## src/rtl/piso_serializer_tx_if.sv

```systemverilog
// piso_serializer_tx_if: parallel handshake and framed serial stream bundle
interface piso_serializer_tx_if #(
   parameter int WIDTH = 8
);
   logic [WIDTH-1:0] din;
   logic             din_valid;
   logic             din_ready;
   logic             sout;
   logic             sout_valid;
   logic             sout_last;
   logic             busy;
   logic [15:0]      tx_count;
   modport master (
      output din, din_valid,
      input  din_ready, sout, sout_valid, sout_last, busy, tx_count
   );
   modport slave (
      input  din, din_valid,
      output din_ready, sout, sout_valid, sout_last, busy, tx_count
   );
endinterface

```

## src/rtl/piso_serializer_tx.sv

```systemverilog
// piso_serializer_tx: parallel-in serial-out transmitter with one-word hold register and framed output
module piso_serializer_tx #(
   parameter int WIDTH      = 8,
   parameter int GAP_CYCLES = 0,
   parameter bit MSB_FIRST  = 1
) (
   input logic                clk,
   input logic                rst,
   piso_serializer_tx_if.slave bus
);
   localparam int CW = $clog2(WIDTH);
   localparam logic [CW-1:0] LAST = CW'(WIDTH - 1);
   typedef enum logic [1:0] {IDLE, SHIFT, GAP} state_t;
   state_t           state_q, state_d;
   logic [WIDTH-1:0] hold_q, hold_d, shreg_q, shreg_d;
   logic             hold_full_q, hold_full_d;
   logic [CW-1:0]    bit_cnt_q, bit_cnt_d;
   logic [3:0]       gap_cnt_q, gap_cnt_d;
   logic [15:0]      tx_count_q, tx_count_d;
   logic             sout_q, sout_d, sout_valid_q, sout_valid_d, sout_last_q, sout_last_d;
   logic             din_ready, load;
   assign din_ready      = !hold_full_q && !rst;
   assign bus.din_ready  = din_ready;
   assign bus.sout       = sout_q;
   assign bus.sout_valid = sout_valid_q;
   assign bus.sout_last  = sout_last_q;
   assign bus.busy       = (state_q != IDLE) || hold_full_q;
   assign bus.tx_count   = tx_count_q;
   always_comb begin
      state_d     = state_q;
      hold_d      = hold_q;
      hold_full_d = hold_full_q;
      shreg_d     = shreg_q;
      bit_cnt_d   = bit_cnt_q;
      gap_cnt_d   = gap_cnt_q;
      tx_count_d  = tx_count_q;
      load        = 1'b0;
      if (bus.din_valid && din_ready) begin
         hold_d      = bus.din;
         hold_full_d = 1'b1;
      end
      case (state_q)
         IDLE: load = hold_full_q;
         SHIFT: begin
            if (bit_cnt_q == LAST) begin
               tx_count_d = tx_count_q + 16'd1;
               if (GAP_CYCLES > 0) begin
                  state_d   = GAP;
                  gap_cnt_d = 4'(GAP_CYCLES - 1);
               end else begin
                  load    = hold_full_q;
                  state_d = IDLE;
               end
            end else begin
               bit_cnt_d = bit_cnt_q + 1'b1;
               shreg_d   = MSB_FIRST ? {shreg_q[WIDTH-2:0], 1'b0} : {1'b0, shreg_q[WIDTH-1:1]};
            end
         end
         GAP: begin
            if (gap_cnt_q == 4'd0) begin
               load    = hold_full_q;
               state_d = IDLE;
            end else begin
               gap_cnt_d = gap_cnt_q - 4'd1;
            end
         end
         default: state_d = IDLE;
      endcase
      // hold and shifter are separate, so the reload frees hold for the next word
      if (load) begin
         state_d     = SHIFT;
         shreg_d     = hold_q;
         hold_full_d = 1'b0;
         bit_cnt_d   = '0;
      end
      sout_valid_d = state_d == SHIFT;
      sout_d       = sout_valid_d && (MSB_FIRST ? shreg_d[WIDTH-1] : shreg_d[0]);
      sout_last_d  = sout_valid_d && (bit_cnt_d == LAST);
   end
   always_ff @(posedge clk) begin
      if (rst) begin
         state_q      <= IDLE;
         hold_q       <= '0;
         hold_full_q  <= 1'b0;
         shreg_q      <= '0;
         bit_cnt_q    <= '0;
         gap_cnt_q    <= '0;
         tx_count_q   <= '0;
         sout_q       <= 1'b0;
         sout_valid_q <= 1'b0;
         sout_last_q  <= 1'b0;
      end else begin
         state_q      <= state_d;
         hold_q       <= hold_d;
         hold_full_q  <= hold_full_d;
         shreg_q      <= shreg_d;
         bit_cnt_q    <= bit_cnt_d;
         gap_cnt_q    <= gap_cnt_d;
         tx_count_q   <= tx_count_d;
         sout_q       <= sout_d;
         sout_valid_q <= sout_valid_d;
         sout_last_q  <= sout_last_d;
      end
   end
endmodule

```

## src/flat_wrapper.sv

```systemverilog
// flat-port wrapper written by rule: the top's interface ports become plain ports
module piso_serializer_tx_flat 
#(
   parameter int WIDTH      = 8,
   parameter int GAP_CYCLES = 0,
   parameter bit MSB_FIRST  = 1
)
  (clk, rst, bus_din, bus_din_valid, bus_din_ready, bus_sout, bus_sout_valid, bus_sout_last, bus_busy, bus_tx_count);
  piso_serializer_tx_if #(.WIDTH(WIDTH)) bus_i ();
  input logic clk;
  input logic rst;
  input wire logic [$bits(bus_i.din)-1:0] bus_din;
  input wire logic [$bits(bus_i.din_valid)-1:0] bus_din_valid;
  output wire logic [$bits(bus_i.din_ready)-1:0] bus_din_ready;
  output wire logic [$bits(bus_i.sout)-1:0] bus_sout;
  output wire logic [$bits(bus_i.sout_valid)-1:0] bus_sout_valid;
  output wire logic [$bits(bus_i.sout_last)-1:0] bus_sout_last;
  output wire logic [$bits(bus_i.busy)-1:0] bus_busy;
  output wire logic [$bits(bus_i.tx_count)-1:0] bus_tx_count;
  assign bus_i.din = bus_din;
  assign bus_i.din_valid = bus_din_valid;
  assign bus_din_ready = bus_i.din_ready;
  assign bus_sout = bus_i.sout;
  assign bus_sout_valid = bus_i.sout_valid;
  assign bus_sout_last = bus_i.sout_last;
  assign bus_busy = bus_i.busy;
  assign bus_tx_count = bus_i.tx_count;
  piso_serializer_tx #(.WIDTH(WIDTH), .GAP_CYCLES(GAP_CYCLES), .MSB_FIRST(MSB_FIRST)) u_core (.clk(clk), .rst(rst), .bus(bus_i));
endmodule
```

## config.mk

```make
export PLATFORM = sky130hd
export DESIGN_NAME = piso_serializer_tx_flat
export DESIGN_NICKNAME = d
export VERILOG_FILES = /design/src/rtl/piso_serializer_tx_if.sv /design/src/rtl/piso_serializer_tx.sv /design/src/flat_wrapper.sv
export SDC_FILE = /design/constraint.sdc
export NUM_CORES = 1
export LEC_CHECK = 0
export BUFFER_PORTS_ARGS = -buffer_cell sky130_fd_sc_hd__buf_2
export CAP_MARGIN = 20
export CELL_PAD_IN_SITES_DETAIL_PLACEMENT = 0
export CELL_PAD_IN_SITES_GLOBAL_PLACEMENT = 2
export CORE_MARGIN = 5
export CORE_UTILIZATION = 36
export CTS_BUF_LIST = sky130_fd_sc_hd__clkbuf_8
export DETAILED_ROUTE_END_ITERATION = 10
export PLACE_DENSITY_LB_ADDON = 0.1
export SETUP_SLACK_MARGIN = 0.15
export SLEW_MARGIN = 40
export SYNTH_ARGS = -nofsm -noshare
export SYNTH_HDL_FRONTEND = slang
export SYNTH_SLANG_ARGS = --single-unit
export TNS_END_PERCENT = 10
```

## constraint.sdc

```tcl
create_clock -name clk -period 2.67 [get_ports clk]
set_clock_uncertainty 0.2 [all_clocks]
set_input_delay 0.534 -clock clk [delete_from_list [all_inputs] [get_ports clk]]
set_output_delay 0.534 -clock clk [all_outputs]
set_load 0.005 [all_outputs]
```

==> results of run 1 <==
tightest hold or removal path: stages:
cell and delay, ps:
buf_2 70, mux2i_1 50, nor2_1 70
metal layers:
metal | vias up | wire (um) | GRT usage
met4 | 0 | 31 | 0.0297
met3 | 4 | 193 | 0.0418
met2 | 23 | 2010 | 0.194
li1 | 853 | - | -
met1 | 788 | 2290 | 0.169
met5 | - | 0 | 0
area by class of cell:
class,instances,area (um^2)
Fill cell,593,3170
Multi-Input combinational cell,165,1120
Sequential cell,45,901
Timing Repair Buffer,34,178
Tap cell,72,90.1
Clock buffer,5,68.8
Inverter,9,33.8
Clock inverter,3,13.8
synthesized netlist by cell type (all sizes together), types with 5 or more instances:
library cell	number	area (um^2)
nor2	39	146
ha	7	87.6
xnor2	12	105
clkbuf	6	22.5
mux2i	11	110
xor2	6	52.6
dfxtp	45	901
a311oi	6	52.6
inv	9	33.8
nor3	12	60.1
nand3	13	65.1
buf	5	38.8
nand4	5	46.3
nand2	16	60.1
flip-flops by register name (all words and copies together), names as in the netlist:
signal and cells:
u_core.bus.tx_count 16, u_core.hold_q 8, u_core.shreg_q 8, u_core.gap_cnt_q 4, u_core.bit_cnt_q 3, u_core.state_q 2, u_core.bus.sout 1, u_core.bus.sout_last 1
u_core.bus.sout_valid 1, u_core.hold_full_q 1
stage by stage:
stage                     worst slack (ps)  hold WS, ps
after floorplan                        741          246
after global placement                 424          259
after detailed placement               336          274
after CTS                              269          264
after global routing                   165          273
final                                  333          269
worst min path at each step:
stage / end / start / slack [ps]
6_report: u_core.hold_q[3] / bus_din[3] / 270
5_1_grt: u_core.hold_q[4] / bus_din[4] / 270
4_1_cts: u_core.hold_q[3] / bus_din[3] / 260
3_5_place_dp: u_core.shreg_q[0] / u_core.shreg_q[0] / 270
3_3_place_gp: u_core.shreg_q[0] / u_core.shreg_q[0] / 260
2_1_floorplan: u_core.shreg_q[0] / u_core.shreg_q[0] / 250
power breakdown:
part	total (mW)	internal, mW	leakage (nW)	switching, mW
sequential	0.717	0.699	0.366	0.0185
clock	0.413	0.178	0.0491	0.234
combinational	0.144	0.0633	0.559	0.0812
timing repair:
| action | in CTS | in global routing |
|---|---|---|
| gates resized for setup | 0 | 1 |
| endpoints found under the setup margin | 0 | 6 |
| endpoints found under the hold margin | 0 | 0 |
cell families after synthesis:
family	count (synthesis)	synth area share
and+or+nand+nor	103	0.250
muxes	12	0.0578
buffers and inverters	20	0.0453
xor gates and xnor gates	18	0.0750
AOI/OAI and AO/OA	25	0.102
adders and majority gates	7	0.0417
DFF	45	0.429
==> results.sh, run 1 <==
export IMPL_status="finished, final reports clean"
export IMPL_drtIter0Drc=64
export IMPL_reg2reg_from="u_core.bit_cnt_q[0]"
export IMPL_min_path_cells=3
export IMPL_syn_avg_cell_area_um2=9.13
export IMPL_totalWireLength_um=4530
export IMPL_pin_count=32
export IMPL_cts_root_buf="clkbuf_8"
export IMPL_r2r_setup_slack_ps=330
export IMPL_synth_ff_latch_count=45
export IMPL_dp_hpwl_um=3170
export IMPL_cts_setup_buffers=0
export IMPL_clock_fmax_mhz=428
export IMPL_yosysSeqAreaShare=0.429
export IMPL_regToRegEndpoint="u_core.shreg_q[4]"
export IMPL_grt_pass1_vias=1533
export IMPL_cts_tree="built"
export IMPL_ir_drop_uv=270
export IMPL_wl_per_cell_um=13.6
export IMPL_finalCritPeriodShare=0.875
export IMPL_yosys_warnings=0
export IMPL_clockBufferDepth=2
export IMPL_htreeDepth=2
export IMPL_finalMaxSlewViolations=0
export IMPL_ys_async_sr_fraction=0
export IMPL_cts_buffers_inserted=5
export IMPL_grt_max_degree=43
export IMPL_place_gp_congestion=0.746
export IMPL_start_util=0.377
export IMPL_worstPathArrival_ps=2330
export IMPL_drt_pass1_iter_count=4
export IMPL_rows=27
export IMPL_synth_edf_count=0
export IMPL_crit_end="u_core.shreg_q[4]"
export IMPL_crit_path_max_incr_delay_ps=420
export IMPL_grt_usage=0.126
export IMPL_criticalPathCategory="reg -> reg"
export IMPL_cp_num_buf_inv=0
export IMPL_finish_instance_area_mm2=0.00240
export IMPL_dr_total_vias=1668
export IMPL_viasPerCell=5.01
export IMPL_cp_top_family="compound AO/OA/AOI/OAI gates"
export IMPL_drtAntennaViolNets=0
export IMPL_clk_pin_slew_ps=80
export IMPL_n_antenna_cell=0
export IMPL_area_growth_syn_to_layout_pct=14.3
export IMPL_crit_start="u_core.bit_cnt_q[0]"
export IMPL_setup_tns_final_ps=0
export IMPL_hold_buffers=0
export IMPL_antenna_found_initial=0
export IMPL_cap_violations=0
export IMPL_dpl_cell_area_mm2=0.00231
export IMPL_place_inst=325
export IMPL_portBuffers=31
export IMPL_hold_path_class="in -> reg"
export IMPL_synth_main_ff_cell="dfxtp_1"
export IMPL_p_total_mw=1.27
export IMPL_die_w_um=86.4
export IMPL_period_minus_slack_ps=2340
export IMPL_die_y_um=86.4
export IMPL_syn_num_nets=248
export IMPL_drive_above_1_share=0.192
export IMPL_start_kind="flip-flop"
export IMPL_die_area_mm2=0.00746
export IMPL_p_leak_nw=0.974
export IMPL_grt_overflow_total=0
export IMPL_drcViolationCount=0
export IMPL_slowest_stage="nand2b_1"
export IMPL_synth_cells=230
export IMPL_cp_end_kind="flip-flop"
export IMPL_mostFrequentLayoutCell="dfxtp_1"
export IMPL_rsz0062_at_grt="false"
export IMPL_setup_violations_final=0
export IMPL_relSlewSlack=0.679
export IMPL_cts_sink_count=45
export IMPL_grt_first_pass_wirelength_um=7450
export IMPL_path_cells="ha_1, a21o_1, o2111ai_1, nand2b_1, nand2_1, a311oi_1"
export IMPL_hold_violations=0
export IMPL_cp_depth=6
export IMPL_worstPathMaxFanout=12
export IMPL_worstMarginPinSlew_ps=482
export IMPL_layout_common_cells="dfxtp_1, nor2_1, buf_2, nand2_1, nand3_1"
export IMPL_cp_data_required_time_ps=2670
export IMPL_worstSkewPairLatency_ps=300
export IMPL_finalNonFillerCells=333
export IMPL_syn_cell_area_mm2=0.00210
export IMPL_core_mm2=0.00557
export IMPL_p_per_area_mw_per_mm2=531
export IMPL_final_nets=278
export IMPL_post_route_util=0.431
export IMPL_reg2regPathDepth=6
export IMPL_ys_types=42
Power figures use the tool's default switching activity.
==> run 2: changes to the inputs <==
--- a/config.mk
+++ b/config.mk
@@ -13,7 +13,8 @@
 export CORE_UTILIZATION = 36
 export CTS_BUF_LIST = sky130_fd_sc_hd__clkbuf_8
 export DETAILED_ROUTE_END_ITERATION = 10
-export PLACE_DENSITY_LB_ADDON = 0.1
+export MAX_ROUTING_LAYER = met4
+export PLACE_DENSITY = 0.92
 export SETUP_SLACK_MARGIN = 0.15
 export SLEW_MARGIN = 40
 export SYNTH_ARGS = -nofsm -noshare
==> run 2 against run 1 <==
Effect of this change:
- global-route usage decreased by 0.35 points
- cell area unchanged
- first-iteration DRC count increased by 16%
- maximum frequency increased by 0.45%
- via count decreased by 0.78%
- routed wire length decreased by 3.6%
- core utilization unchanged
- highest routed layer unchanged
==> results.sh, run 2 (synthesis gave the netlist of run 1 again) <==
export IMPL_status="finished, final reports clean"
export IMPL_finalCritPeriodShare=0.871
export IMPL_die_y_um=86.4
export IMPL_mostFrequentLayoutCell="dfxtp_1"
export IMPL_worstSkewPairLatency_ps=290
export IMPL_cp_end_kind="flip-flop"
export IMPL_hold_path_class="reg -> reg"
export IMPL_rsz0062_at_grt="false"
export IMPL_antenna_found_initial=0
export IMPL_cp_data_required_time_ps=2660
export IMPL_post_place_ws_ps=370
export IMPL_largest_reg_flops=16
export IMPL_grt_pass1_vias=1570
export IMPL_clk_pin_slew_ps=80
export IMPL_post_route_util=0.431
export IMPL_hold_buffers=0
export IMPL_grt_overflow_total=0
export IMPL_hold_violations=0
export IMPL_relSlewSlack=0.721
export IMPL_viasPerCell=4.97
export IMPL_cts_root_buf="clkbuf_8"
export IMPL_portBuffers=31
export IMPL_p_per_area_mw_per_mm2=523
export IMPL_cts_buffers_inserted=5
export IMPL_power_share_switching=0.254
export IMPL_clock_fmax_mhz=430
export IMPL_n_antenna_cell=0
export IMPL_worstMarginPinSlew_ps=419
export IMPL_intPower_uw=937
export IMPL_criticalPathCategory="reg -> reg"
export IMPL_p_leak_nw=0.976
export IMPL_fin_ws_ps=343
export IMPL_drt_pass1_iter_count=4
export IMPL_drcViolationCount=0
export IMPL_cts_setup_buffers=0
export IMPL_grt_max_degree=40
export IMPL_drive_above_1_share=0.188
export IMPL_grt_usage=0.122
export IMPL_grt_first_pass_wirelength_um=7210
export IMPL_core_mm2=0.00557
export IMPL_die_w_um=86.4
export IMPL_setup_tns_final_ps=0
export IMPL_pwr_share_comb=0.116
export IMPL_die_area_mm2=0.00746
export IMPL_clockBufferDepth=2
export IMPL_cts_sink_count=45
export IMPL_dr_total_vias=1655
export IMPL_cap_violations=0
export IMPL_clock_power_share=0.314
export IMPL_pin_count=32
export IMPL_num_fill_cells=576
export IMPL_wl_per_cell_um=13.1
export IMPL_htreeDepth=2
export IMPL_area_growth_syn_to_layout_pct=14.3
export IMPL_start_kind="flip-flop"
export IMPL_finalNonFillerCells=333
export IMPL_p_sw_uw=320
export IMPL_p_seq_frac=0.570
export IMPL_layout_common_cells="dfxtp_1, nor2_1, buf_2, nand2_1, nand3_1"
export IMPL_drtAntennaViolNets=0
export IMPL_cts_tree="built"
export IMPL_drtIter0Drc=74
export IMPL_finalMaxSlewViolations=0
export IMPL_cts_repair_resize_count=0
export IMPL_ir_drop_uv=294
export IMPL_place_gp_congestion=0.767
export IMPL_worstPathArrival_ps=2310
export IMPL_dp_hpwl_um=3020
export IMPL_totalWireLength_um=4360
export IMPL_rows=27
export IMPL_setup_violations_final=0
export IMPL_final_nets=278
export IMPL_period_minus_slack_ps=2330
export IMPL_start_util=0.377
export IMPL_worstPathMaxFanout=13
export IMPL_place_inst=325
## run 2: power by group through the flow
| stage | Clock, mW | Combinational, mW | Sequential (mW) |
|---|---|---|---|
| detailed placement | 0 | 0.142 | 0.732 |
| floorplan | 0 | 0.110 | 0.728 |
| global route | 0.442 | 0.165 | 0.720 |
| finish | 0.394 | 0.146 | 0.716 |
| global placement | 0 | 0.141 | 0.731 |
| CTS | 0.411 | 0.143 | 0.716 |
## run 2: path summary, 6_finish.rpt
path,slack (ps),to,from,depth (start not counted)
worst max register to register,340,u_core.shreg_q[1],u_core.bit_cnt_q[0],6
worst max-delay path,340,u_core.shreg_q[1],u_core.bit_cnt_q[0],6
worst min-delay path,270,u_core.shreg_q[0],u_core.shreg_q[0],2
worst min register to register,270,u_core.shreg_q[0],u_core.shreg_q[0],2
## run 2: worst max-delay path, stage by stage (launching register included)
cell and delay, ps:
dfxtp_1 390, ha_1 370, a21o_1 230, o2111ai_1 240, a32oi_4 420, nor2_1 70
a311oi_1 300
## run 2: final cells by class
type	count	area, um^2	area share
Sequential cell	45	901	0.375
Timing Repair Buffer	34	178	0.0740
Multi-Input combinational cell	165	1120	0.466
Clock buffer	5	68.8	0.0287
Inverter	9	33.8	0.0141
Tap cell	72	90.1	0.0375
Clock inverter	3	11.3	0.00469
## run 2: metal layers
metal  GRT usage  wire [um]  vias to the layer above  share of wire
li1            -          -                      855              -
met1       0.158       2220                      767           0.51
met2       0.189       1910                       27           0.44
met3      0.0285        177                        6          0.041
met4      0.0382         51                        0          0.012
met5           -          0                        -              0
## run 2: per-stage QoR
| step | hold WS, ps | power (mW) | instance area (um^2) |
|---|---|---|---|
| global route | 280 | 1.33 | 2400 |
| CTS | 272 | 1.27 | 2390 |
| global placement | 258 | 0.872 | 2310 |
| finish | 275 | 1.26 | 2400 |
| floorplan | 246 | 0.837 | 2100 |
| detailed placement | 263 | 0.874 | 2310 |
==> run 3: changes to the inputs <==
--- a/config.mk
+++ b/config.mk
@@ -7,14 +7,13 @@
 export LEC_CHECK = 0
 export BUFFER_PORTS_ARGS = -buffer_cell sky130_fd_sc_hd__buf_2
 export CAP_MARGIN = 20
-export CELL_PAD_IN_SITES_DETAIL_PLACEMENT = 0
-export CELL_PAD_IN_SITES_GLOBAL_PLACEMENT = 2
 export CORE_MARGIN = 5
-export CORE_UTILIZATION = 36
+export CORE_UTILIZATION = 58
 export CTS_BUF_LIST = sky130_fd_sc_hd__clkbuf_8
 export DETAILED_ROUTE_END_ITERATION = 10
+export GPL_TIMING_DRIVEN = 0
 export MAX_ROUTING_LAYER = met4
-export PLACE_DENSITY = 0.92
+export PLACE_DENSITY = 0.91
 export SETUP_SLACK_MARGIN = 0.15
 export SLEW_MARGIN = 40
 export SYNTH_ARGS = -nofsm -noshare
==> run 3 against run 2 <==
Effect of this change:
- hold slack got worse by 11 ps
- routed wire length fell by 2.6%
- sequential power barely moved
- sequential share of layout area rose by 0.16 points
- combinational power barely moved
- clock-buffer cell count did not move
- cell count fell by 5.7%
- register-to-register slack improved by 90 ps
- via count rose by 2.8%
- die area fell by 34%
- power rose by 1.3%
==> results.sh, run 3 (synthesis gave the netlist of run 1 again) <==
export IMPL_rsz0062_at_grt="false"
export IMPL_grt_overflow_total=0
export IMPL_period_minus_slack_ps=2230
export IMPL_worstPathArrival_ps=2260
export IMPL_drive_above_1_share=0.190
export IMPL_portBuffers=30
export IMPL_pin_count=32
export IMPL_cts_sink_count=45
export IMPL_die_area_mm2=0.00493
export IMPL_p_sw_uw=332
export IMPL_cp_end_kind="flip-flop"
export IMPL_p_leak_nw=0.988
export IMPL_dp_hpwl_um=3060
export IMPL_p_seq_frac=0.564
export IMPL_dr_total_vias=1702
export IMPL_cts_setup_buffers=0
export IMPL_start_kind="flip-flop"
export IMPL_setup_violations_final=0
export IMPL_worstPathMaxFanout=10
export IMPL_layout_common_cells="dfxtp_1, nor2_1, buf_2, nand2_1, nand3_1"
export IMPL_cts_buffers_inserted=5
export IMPL_grt_max_degree=14
export IMPL_grt_usage=0.189
export IMPL_grt_first_pass_wirelength_um=7440
export IMPL_reg2reg_from="u_core.state_q[1]"
export IMPL_mostFrequentLayoutCell="dfxtp_1"
export IMPL_drtAntennaViolNets=0
export IMPL_setup_tns_final_ps=0
export IMPL_die_y_um=70.2
export IMPL_status="finished, final reports clean"
export IMPL_hold_violations=0
export IMPL_start_util=0.615
export IMPL_drt_pass1_iter_count=4
export IMPL_ir_drop_uv=449
export IMPL_viasPerCell=5.42
export IMPL_cts_repair_resize_count=0
export IMPL_antenna_found_initial=0
export IMPL_criticalPathCategory="reg -> reg"
export IMPL_place_gp_congestion=0.852
export IMPL_grt_pass1_vias=1686
export IMPL_totalWireLength_um=4250
export IMPL_cp_data_required_time_ps=2700
export IMPL_finalCritPeriodShare=0.837
export IMPL_drcViolationCount=0
export IMPL_hold_ws_ps=264
export IMPL_clk_pin_slew_ps=80
export IMPL_worstHoldStart="bus_din[6]"
export IMPL_intPower_uw=940
export IMPL_p_per_area_mw_per_mm2=532
export IMPL_worstMarginPinSlew_ps=608
export IMPL_n_antenna_cell=0
export IMPL_rows=21
export IMPL_worstSkewPairLatency_ps=300
export IMPL_clockBufferDepth=2
export IMPL_wl_per_cell_um=13.5
export IMPL_hold_path_class="in -> reg"
export IMPL_hold_buffers=0
export IMPL_final_nets=285
export IMPL_clock_fmax_mhz=448
export IMPL_cts_root_buf="clkbuf_8"
export IMPL_cap_violations=0
export IMPL_pwr_share_comb=0.116
export IMPL_finalMaxSlewViolations=0
export IMPL_crit_start="u_core.state_q[1]"
export IMPL_largest_reg_flops=16
export IMPL_clock_power_share=0.320
export IMPL_area_growth_syn_to_layout_pct=13.8
export IMPL_core_mm2=0.00342
export IMPL_relSlewSlack=0.595
export IMPL_power_share_switching=0.261
export IMPL_htreeDepth=2
export IMPL_die_w_um=70.2
export IMPL_cts_tree="built"
export IMPL_drtIter0Drc=137
run 3: metrics by stage:
step	power (mW)	utilization	setup slack, ps	instances	cell area [um^2]
2_1_floorplan	0.837	-	741	230	2100
3_3_place_gp	0.873	0.676	500	306	2310
3_5_place_dp	0.879	0.676	483	306	2310
4_1_cts	1.27	0.700	457	314	2390
5_1_grt	1.32	0.700	261	314	2390
6_report	1.27	0.700	436	314	2390
run 3: routing by layer:
layer	GRT usage	up-vias	routed length (um)
li1	-	869	-
met1	0.234	789	1940
met2	0.302	37	2000
met3	0.0516	7	252
met4	0.0574	0	53
met5	-	-	0
run 3: path summary, 6_finish.rpt:
kind | end | cells past startpoint | slack [ps]
worst min-delay path | u_core.hold_q[6] | 3 | 260
worst min register to register | u_core.shreg_q[5] | 2 | 280
worst max-delay path | u_core.bus.sout_last | 7 | 440
worst max register to register | u_core.bus.sout_last | 7 | 440
run 3: critical path, stage by stage, from the launching register on:
cell,delay (ps)
dfxtp_1,350
inv_1,140
ha_1,280
a21boi_4,390
a211o_1,190
nand3_1,90
a211o_1,340
nor3_1,180
run 3: area by class of cell:
type	count	area (um^2)
Inverter	9	33.8
Buffer	11	61.3
Sequential cell	45	901
Fill cell	264	1020
Tap cell	46	57.6
Multi-Input combinational cell	165	1100
Clock buffer	5	68.8
Clock inverter	3	13.8
Timing Repair Buffer	30	150
run 3: power by group through the flow:
stage / logic (mW) / registers [mW] / clock network [mW]
5_1_grt: 0.165 / 0.722 / 0.438
3_3_place_gp: 0.141 / 0.731 / 0
3_5_place_dp: 0.146 / 0.733 / 0
2_1_floorplan: 0.110 / 0.728 / 0
6_report: 0.148 / 0.717 / 0.407
4_1_cts: 0.149 / 0.717 / 0.407
